<file path="config.mk">
export PLATFORM = sky130hd
export DESIGN_NAME = piso_shifter
export DESIGN_NICKNAME = d
export VERILOG_FILES = /design/src/rtl/piso_pkg.sv /design/src/rtl/piso_bit_counter.sv /design/src/rtl/piso_shifter.sv
export SDC_FILE = /design/constraint.sdc
export NUM_CORES = 1
export LEC_CHECK = 0
export CORE_MARGIN = 2
export CORE_UTILIZATION = 43
export CTS_BUF_LIST = sky130_fd_sc_hd__clkbuf_4 sky130_fd_sc_hd__clkbuf_8 sky130_fd_sc_hd__clkbuf_16
export DETAILED_ROUTE_END_ITERATION = 6
export GPL_TIMING_DRIVEN = 0
export PLACE_DENSITY = 0.69
export SLEW_MARGIN = 10
export SYNTH_ARGS = -nofsm -noshare
export SYNTH_HDL_FRONTEND = slang
export SYNTH_HIERARCHICAL = 1
export SYNTH_SLANG_ARGS = --single-unit
</file>
<file path="constraint.sdc">
create_clock -name clk -period 1.7 [get_ports clk]
set_clock_uncertainty 0.2 [all_clocks]
set_input_delay 0.425 -clock clk [delete_from_list [all_inputs] [get_ports clk]]
set_output_delay 0.425 -clock clk [all_outputs]
set_load 0.01 [all_outputs]
</file>
<file path="src/rtl/piso_pkg.sv">
// piso_pkg: shared types and constants for the piso_shifter serial transmitter.
//   state_t             - transmitter FSM states
//   PISO_DEFAULT_WIDTH  - default data word width
//   piso_cnt_width()    - bit-counter width for a given word width
package piso_pkg;

    typedef enum logic {
        IDLE  = 1'b0,
        SHIFT = 1'b1
    } state_t;

    localparam int PISO_DEFAULT_WIDTH = 8;

    // Counter must index bits 0..w-1; never narrower than one bit.
    function automatic int piso_cnt_width(input int w);
        return (w < 2) ? 1 : $clog2(w);
    endfunction

endpackage

</file>
<file path="src/rtl/piso_bit_counter.sv">
// piso_bit_counter: counts transmitted bits within one frame.
//   clk, reset  - system clock, asynchronous active-high reset
//   clear_i     - restart the count at zero (word accepted)
//   inc_i       - one bit transmitted this cycle
//   cnt_o       - number of bits already transmitted in the frame
//   last_o      - the next bit transmitted is the final bit of the word
module piso_bit_counter
    import piso_pkg::*;
#(
    parameter int WIDTH = PISO_DEFAULT_WIDTH,
    parameter int CW    = piso_cnt_width(WIDTH)
) (
    input  logic          clk,
    input  logic          reset,
    input  logic          clear_i,
    input  logic          inc_i,
    output logic [CW-1:0] cnt_o,
    output logic          last_o
);

    logic [CW-1:0] cnt_q, cnt_d;

    assign last_o = (cnt_q == CW'(WIDTH - 1));
    assign cnt_o  = cnt_q;

    // Saturates at WIDTH-1: the FSM leaves SHIFT on the last bit, so the
    // count is cleared again before it is ever needed past that point.
    always_comb begin
        cnt_d = cnt_q;
        if (clear_i) begin
            cnt_d = '0;
        end else if (inc_i && !last_o) begin
            cnt_d = cnt_q + CW'(1);
        end
    end

    always_ff @(posedge clk or posedge reset) begin
        if (reset) begin
            cnt_q <= '0;
        end else begin
            cnt_q <= cnt_d;
        end
    end

endmodule

</file>
<file path="src/rtl/piso_shifter.sv">
// piso_shifter: parallel-in/serial-out transmitter paced by a bit-rate enable.
//   clk, reset   - system clock, asynchronous active-high reset
//   en           - bit-rate tick; one bit shifted per enabled edge in SHIFT
//   din          - parallel word, sampled only when a load is accepted
//   load_valid   - producer offers a word on din
//   load_ready   - a word can be accepted (registered)
//   sout, sout_n - serial bit (registered) and its complement
//   sout_valid   - one-cycle strobe marking a new sout bit
//   frame_start  - strobe coincident with the first bit of a frame
//   done         - one-cycle pulse the cycle after the last bit's strobe
//   busy         - frame in progress
module piso_shifter
    import piso_pkg::*;
#(
    parameter int WIDTH     = PISO_DEFAULT_WIDTH,
    parameter bit MSB_FIRST = 1'b1
) (
    input  logic             clk,
    input  logic             reset,
    input  logic             en,
    input  logic [WIDTH-1:0] din,
    input  logic             load_valid,
    output logic             load_ready,
    output logic             sout,
    output logic             sout_n,
    output logic             sout_valid,
    output logic             frame_start,
    output logic             done,
    output logic             busy
);

    localparam int CW = piso_cnt_width(WIDTH);

    state_t           state_q, state_d;
    logic [WIDTH-1:0] shreg_q, shreg_d;
    logic             sout_q, sout_d;
    logic             sout_valid_q, sout_valid_d;
    logic             frame_start_q, frame_start_d;
    logic             done_q, done_d;
    logic             load_ready_q, load_ready_d;

    logic             accept;
    logic             shift_en;
    logic [CW-1:0]    cnt;
    logic             cnt_last;

    assign accept   = load_valid && load_ready_q;
    assign shift_en = (state_q == SHIFT) && en;

    piso_bit_counter #(
        .WIDTH (WIDTH),
        .CW    (CW)
    ) u_bit_counter (
        .clk     (clk),
        .reset   (reset),
        .clear_i (accept),
        .inc_i   (shift_en),
        .cnt_o   (cnt),
        .last_o  (cnt_last)
    );

    always_comb begin
        state_d       = state_q;
        shreg_d       = shreg_q;
        sout_d        = sout_q;
        sout_valid_d  = 1'b0;
        frame_start_d = 1'b0;
        // A strobe seen while already back in IDLE can only be the final bit,
        // so this flags the cycle after the last bit even if a new word is
        // accepted on that same edge.
        done_d        = sout_valid_q && (state_q == IDLE);

        case (state_q)
            IDLE: begin
                if (accept) begin
                    shreg_d = din;
                    state_d = SHIFT;
                end
            end
            SHIFT: begin
                if (en) begin
                    if (MSB_FIRST) begin
                        sout_d  = shreg_q[WIDTH-1];
                        shreg_d = {shreg_q[WIDTH-2:0], 1'b0};
                    end else begin
                        sout_d  = shreg_q[0];
                        shreg_d = {1'b0, shreg_q[WIDTH-1:1]};
                    end
                    sout_valid_d  = 1'b1;
                    frame_start_d = (cnt == '0);
                    if (cnt_last) begin
                        state_d = IDLE;
                    end
                end
            end
            default: state_d = IDLE;
        endcase

        load_ready_d = (state_d == IDLE);
    end

    always_ff @(posedge clk or posedge reset) begin
        if (reset) begin
            state_q       <= IDLE;
            shreg_q       <= '0;
            sout_q        <= 1'b0;
            sout_valid_q  <= 1'b0;
            frame_start_q <= 1'b0;
            done_q        <= 1'b0;
            load_ready_q  <= 1'b1;
        end else begin
            state_q       <= state_d;
            shreg_q       <= shreg_d;
            sout_q        <= sout_d;
            sout_valid_q  <= sout_valid_d;
            frame_start_q <= frame_start_d;
            done_q        <= done_d;
            load_ready_q  <= load_ready_d;
        end
    end

    assign load_ready  = load_ready_q;
    assign sout        = sout_q;
    assign sout_n      = ~sout_q;
    assign sout_valid  = sout_valid_q;
    assign frame_start = frame_start_q;
    assign done        = done_q;
    assign busy        = (state_q == SHIFT);

endmodule

</file>
==> impl_metrics.ini <==
[run_status]
run_status = finished clean

[die]
initial_utilization_pct = 46.60
core_area_mm2 = 0.001764
floorplan.rows = 15
pin_count = 19
dieArea_mm2 = 0.002278
vertical_die_dimension_um = 47.73
fp.dieW_um = 47.73

[timing]
tightestPinTransition_ns = 0.5459
setup_viol = 0
report.final.hold_viol_count = 0
unrepaired_setup_endpoints_after_global_routing = no
fmax_mhz = 604.3
finalCritPeriodShare_pct = 97.33
fin_worst_hold_slack_ns = 0.1135
finalWorstPathRequiredPeriod_ns = 1.655
max_slew_headroom_at_the_worst_pin_pct = 63.57
slew_viol_final = 0

[final_layout]
nets = 110
final_cells = 120
layout.filler_cells = 169
layout_overhead_on_the_synthesized_area_pct = 30.90
antenna_cells = 0
drive_above_1_share_pct = 26.32

[critical_path]
crit_fanout = 4
r2r.worst_path.cells = 4
timing.critical_path.to_type = flop
cp-start-kind = flop
crit_arrival_ns = 1.64
required_ns = 1.68
setup.worst_path.class = reg -> reg

[clock_network]
clock_tree.buffer_depth = 2
numCtsBuffers = 3
clock_tree_from_tritoncts = done
cts.root.buffer_cell = clkbuf_4
clock_tree.htree_level_count = 1
clk_pin_slew_ns = 0.10
cts.sinks = 17
worst_skew_pair.late_latency_ns = 0.29

[logic_synthesis]
synth_simple_gate_area_share_pct = 18.57
synthesis.area_per_instance_um2 = 11.74
synth_async_sr_flop_share_pct = 100.0
synth_compound_gate_area_share_pct = 17.20
post_synth_num_cell_types = 29
post_synth_instance_area_um2 = 822.0
synth_warnings = 6
synthMuxAreaShare_pct = 3.044
ys_seq_area_share_pct = 51.90
synthXorXnorAreaFrac_pct = 0
syn-instance-count = 70
synth_top_family_by_area = simple AND/OR/NAND/NOR gates
number_of_flops_mapped_to_enable_cells_by_yosys = 0
ys_seq_elements = 17
most_used_dff_post_synth = dfrtp_1
synth.net_count = 84
yosys.area_share.adder_pct = 3.044

[place]
numPortBuffers = 18
dpl.cell_count = 113
gp_congestion = 0.6864
dp.final_hpwl_mm = 1.083

[detailed_routing]
drtAntennaViolNets = 0
routed_wirelength_mm = 1.507
drt_iter0_drc = 14
detail_route.drc_violations = 0
drt-pass1-iter-count = 4
route.detailed.vias_per_inst = 4.900
routedWlPerCell_um = 12.56
detailroute.via_count = 588

[grt]
antenna_found_initial = 0
grt.overflow.total = 0
largest_net_degree_at_the_start_of_global_routing = 15
vias_in_the_first_global_route = 575
global_route_usage_sum_pct = 16.55
grt_first_pass_wirelength_mm = 2.511

[pwr]
power.leakage_nw = 0.4983
power_per_cell_area_mw_per_mm2 = 1343
vdd_ir_drop_max_mv = 0.6278

[min_path]
hp-class = in -> async

[run]
drv_cap = 0
==> Yosys cell counts, drive strengths merged (2+ instances only) <==
library cell  number  share of area, %
nand2b             2               1.5
inv                4               1.8
o21ai              5               3.0
nor2               8               3.7
nand3b             2               3.3
a21oi              7               5.6
nand4bb            2               2.7
dfrtp             16                49
nand2              3               2.3
o22ai              7               7.6
ha                 2               3.0
nor2b              2               2.4
buf                3               4.4
==> power breakdown <==
part / internal [mW] / switching, mW / total [mW]
combinational: 0.315 / 0.256 / 0.570
sequential: 0.562 / 0.0953 / 0.658
clock: 0.0874 / 0.129 / 0.217
total: 0.964 / 0.480 / 1.44
==> sequential cells by signal, summed over array words and instances (netlist names) <==
signal               flops
sout                     1
done                     1
shreg_q                  8
frame_start              1
u_bit_counter/cnt_o      3
sout_valid               1
busy                     1
load_ready               1
==> logic make-up (layout without fill, tap and decap cells) <==
kind of cell	after synthesis	after routing
AOI/OAI and AO/OA	20	20
adders and majority gates	2	2
buffers and inverters	7	32
DFF	17	17
muxes	2	2
and+or+nand+nor	22	22
==> per-layer routing <==
layer	track usage, %	share of wire (%)	vias to the layer above	wire (µm)
met5	0	0	-	0
met2	25.87	47	14	710
met4	8.108	0.66	0	10
li1	-	-	295	-
met3	3.396	4.5	2	68
met1	21.88	48	277	718
==> cell usage in the layout, fill, tap and decap left out, types with 2 or more instances in the layout <==
cell type / netlist / final
nand4bb_1: 2 / 2
o21ai_1: 2 / 2
ha_1: 2 / 2
buf_2: 1 / 2
buf_4: 0 / 3
clkbuf_4: 0 / 3
nand2b_1: 2 / 2
a21oi_1: 4 / 4
nand2_1: 2 / 2
clkdlybuf4s50_1: 0 / 10
dfrtp_1: 16 / 15
o22ai_1: 4 / 4
inv_1: 3 / 3
o22ai_2: 3 / 3
dlygate4sd2_1: 0 / 5
a21oi_2: 3 / 3
nor2_1: 8 / 8
o21ai_0: 3 / 3
==> timing repair <==
item	4_1_cts	5_1_grt
gates resized for setup	11	2
setup endpoints to repair	8	2
pin swaps	1	0
setup buffers	2	1
hold buffers	0	0
==> cell type report <==
class	instances	area (µm²)	share of cell area (%)
Multi-Input combinational cell	46	344.1	31.98
Clock inverter	1	5.005	0.4651
Tap cell	25	31.28	2.907
Timing Repair Buffer	21	193.9	18.02
Sequential cell	17	427.9	39.77
Clock buffer	3	22.52	2.093
Inverter	4	15.01	1.395
Buffer	3	36.28	3.372
==> stage by stage <==
step | util, % | TNS, ns | area [µm²] | power, mW | setup slack [ns]
floorplan | - | 0 | 822.0 | 1.031 | 0.1122
global placement | 58.58 | -1.343 | 1033 | 1.221 | -0.4035
detailed placement | 58.58 | -1.597 | 1033 | 1.243 | -0.4266
CTS | 60.35 | 0 | 1065 | 1.448 | 0.002318
global route | 60.99 | 0 | 1076 | 1.556 | 0.009393
finish | 60.99 | 0 | 1076 | 1.445 | 0.04532
==> worst max-delay path: stages, from the launching register on <==
cell and delay (ns):
dfrtp_1 0.42, ha_1 0.22, ha_1 0.24, nor2b_4 0.16
mux2_4 0.31
==> final timing paths <==
kind / end / slack [ns] / from
min reg2reg: sout$_DFFE_PP0P_ / 0.29 / shreg_q[7]$_DFFE_PP0P_
max reg2reg: u_bit_counter/cnt_o[0]$_DFFE_PP0P_ / 0.05 / u_bit_counter/cnt_o[0]$_DFFE_PP0P_
max: u_bit_counter/cnt_o[0]$_DFFE_PP0P_ / 0.05 / u_bit_counter/cnt_o[0]$_DFFE_PP0P_
min in group clk: sout$_DFFE_PP0P_ / 0.29 / shreg_q[7]$_DFFE_PP0P_
max in group asynchronous: busy$_DFF_PP0_ / 0.62 / reset
min: u_bit_counter/cnt_o[2]$_DFFE_PP0P_ / 0.11 / reset
(Power assumes the default switching activity.)
==> patch, RTL diff (same settings) <==
Make the reset (`reset`) synchronous in 2 clocked blocks. Comments in the files are not updated.
--- a/src/rtl/piso_bit_counter.sv
+++ b/src/rtl/piso_bit_counter.sv
@@ -34,7 +34,7 @@
         end
     end
 
-    always_ff @(posedge clk or posedge reset) begin
+    always_ff @(posedge clk) begin
         if (reset) begin
             cnt_q <= '0;
         end else begin
--- a/src/rtl/piso_shifter.sv
+++ b/src/rtl/piso_shifter.sv
@@ -99,7 +99,7 @@
         load_ready_d = (state_d == IDLE);
     end
 
-    always_ff @(posedge clk or posedge reset) begin
+    always_ff @(posedge clk) begin
         if (reset) begin
             state_q       <= IDLE;
             shreg_q       <= '0;
Behaviour: differs if reset is asserted again (counterexample within 4 cycles, from zero or initial values and one cycle with reset high); with reset held inactive, the same outputs for 10 cycles.
==> patch against the original RTL <==
  * Final area decreased by 4.3%
  * Wire length up 7.2%
  * Final cell count is 4.2% higher
  * Worst setup slack gained 0.053 ns
  * First-iteration DRC count shrank 21%
  * Sequential share of layout area is 6.4 points lower
  * Global-route usage up 0.77 points
  * Critical path depth decreased by 3
  * Synthesized area shrank 4.0%
  * Sequential cell count unchanged
  * Highest routed layer unchanged
Power is not compared: it rests on default switching activity, and its combinational part moved more than twofold at a synthesized area within 25%.
==> patch: results (changes against the original RTL) <==
layout cell share with drive strength beyond 1 0.2000 (was 0.2632); Final ANT Viol Nets 0 (unchanged); R2R depth 4 (unchanged); Detailed Place HPWL 1.086 mm (was 1.083 mm); Top FF cell, synth dfxtp_1 (was dfrtp_1); Vias 664 (was 588); largest cells by area after synthesis dfxtp_1, a211oi_1, mux2i_1 (was dfrtp_1, o22ai_2, nor2_1); Hold Crit Class reg -> reg (was in -> async); post-synthesis sequential area ratio 0.4311 (was 0.5190); status finished, final reports clean (unchanged); pin count of the biggest net entering global routing 12 (was 15); Synth Area in XOR/XNOR 0.01109 (was 0); slowest cell delay on critical path 0.41 ns; Reg clk slew, reported paths 0.09 ns; vias in the first global route 596 (was 575); Avg Cell Area, Syn 10.12 µm² (was 11.74 µm²); mux cell area share after synthesis 0.1141 (was 0.03044); total CTS buffers 3 (unchanged); post-synthesis adder-cell area fraction 0.03170 (was 0.03044); Top delay family on crit path flip-flops (was adder cells); clock latency on the worst-skew pair 0.29 ns (about the same); initial antenna violation count 0 (unchanged); Synth Area in Compound Gates 0.1585 (was 0.1720); Buffers on Ports 17 (was 18); Placed Cells 120 (was 113); slowest cell on the critical path dfxtp_4 (was dfrtp_1); Root Buffer clkbuf_4 (unchanged); WHS Path Cells 1; Yosys cell types 24 (was 29); largest buffer count on any clock path 2 (unchanged); Setup Viol. Count Final 0 (unchanged); max FFs per register 8 (unchanged); Clock group 0.230 mW; most instantiated cells after synthesis dfxtp_1, a211oi_1, mux2i_1, and3_2, inv_1 (was dfrtp_1, nor2_1, a21oi_1, o22ai_1); Post-Place Worst Slack -0.3482 ns (was -0.4266 ns); Top reg by flops shreg_q (unchanged); Detailed Routing Iterations Pass 1 4 (unchanged); gp weighted congestion 0.7025 (was 0.6864); leakage 0.4548 nW; Seq power roughly 0.45 mW; warnings from Yosys 6 (unchanged); Tot GR Track Use 0.1732 (was 0.1655); number of inserted diodes 0 (unchanged); crit path DAT 0.98 ns (was 1.64 ns); Max-slew headroom 0.6919 (was 0.6357); crit path max fanout 11 (was 4); peak supply drop 0.5612 mV; fillers 164 (was 169); final std cells w/o fill 125 (was 120); # H-tree levels 1 (unchanged); Switching Share 0.2569; syn_nets 92 (was 84); ys async rst share 0 (was 1.000); first-pass GRT wire length 2.663 mm (was 2.511 mm); Iter 0 DRT Violations 11 (was 14); WL final 1.615 mm (was 1.507 mm)
==> patch: cell count changes in the layout (fill, tap and decap cells not counted), sizes merged, moves of 4 or more <==
cell / before / now
a21oi: 7 / 3
o21ai: 5 / 1
dfxtp: 0 / 17
dfrtp: 16 / 0
nor2: 8 / 1
o22ai: 7 / 0
mux2i: 1 / 9
and3: 0 / 8
a211oi: 0 / 14
==> patch: worst paths after layout <==
path              slack, ns              startpoint     endpoint
setup / recovery        0.1              load_ready   load_ready
hold reg to reg        0.28  u_bit_counter/cnt_o[1]  frame_start
setup reg to reg        0.1  u_bit_counter/cnt_o[0]   load_ready
hold / removal         0.28  u_bit_counter/cnt_o[1]  frame_start
==> patch: what timing repair did <==
action	4_1_cts	5_1_grt
setup endpoints to repair	9	1
gates resized for setup	10	1
buffers inserted	1	0
hold buffers	0	0
==> patch: cell type report <==
| class | count | area [µm²] | share of cell area |
|---|---|---|---|
| sequential | 17 | 344.1 | 0.3341 |
| clock buffer | 4 | 30.03 | 0.02916 |
| timing repair buffer | 18 | 171.4 | 0.1665 |
| buffer | 5 | 32.53 | 0.03159 |
| tap | 25 | 31.28 | 0.03038 |
| multi-input combinational | 52 | 405.4 | 0.3937 |
| inverter | 4 | 15.01 | 0.01458 |
==> patch: metrics by stage <==
| stage | setup TNS (ns) | cell area [µm²] |
|---|---|---|
| 4_1_cts | 0 | 1027 |
| 3_5_place_dp | -2.474 | 991.0 |
| 5_1_grt | 0 | 1030 |
| 3_3_place_gp | -2.488 | 991.0 |
| 2_1_floorplan | 0 | 789.5 |
| 6_report | 0 | 1030 |
==> patch: routing by layer <==
| metal | GRT usage | routed length, µm |
|---|---|---|
| met5 | 0 | 0 |
| met4 | 0.06667 | 23 |
| met3 | 0.05769 | 74 |
| met2 | 0.2356 | 691 |
| met1 | 0.2518 | 827 |
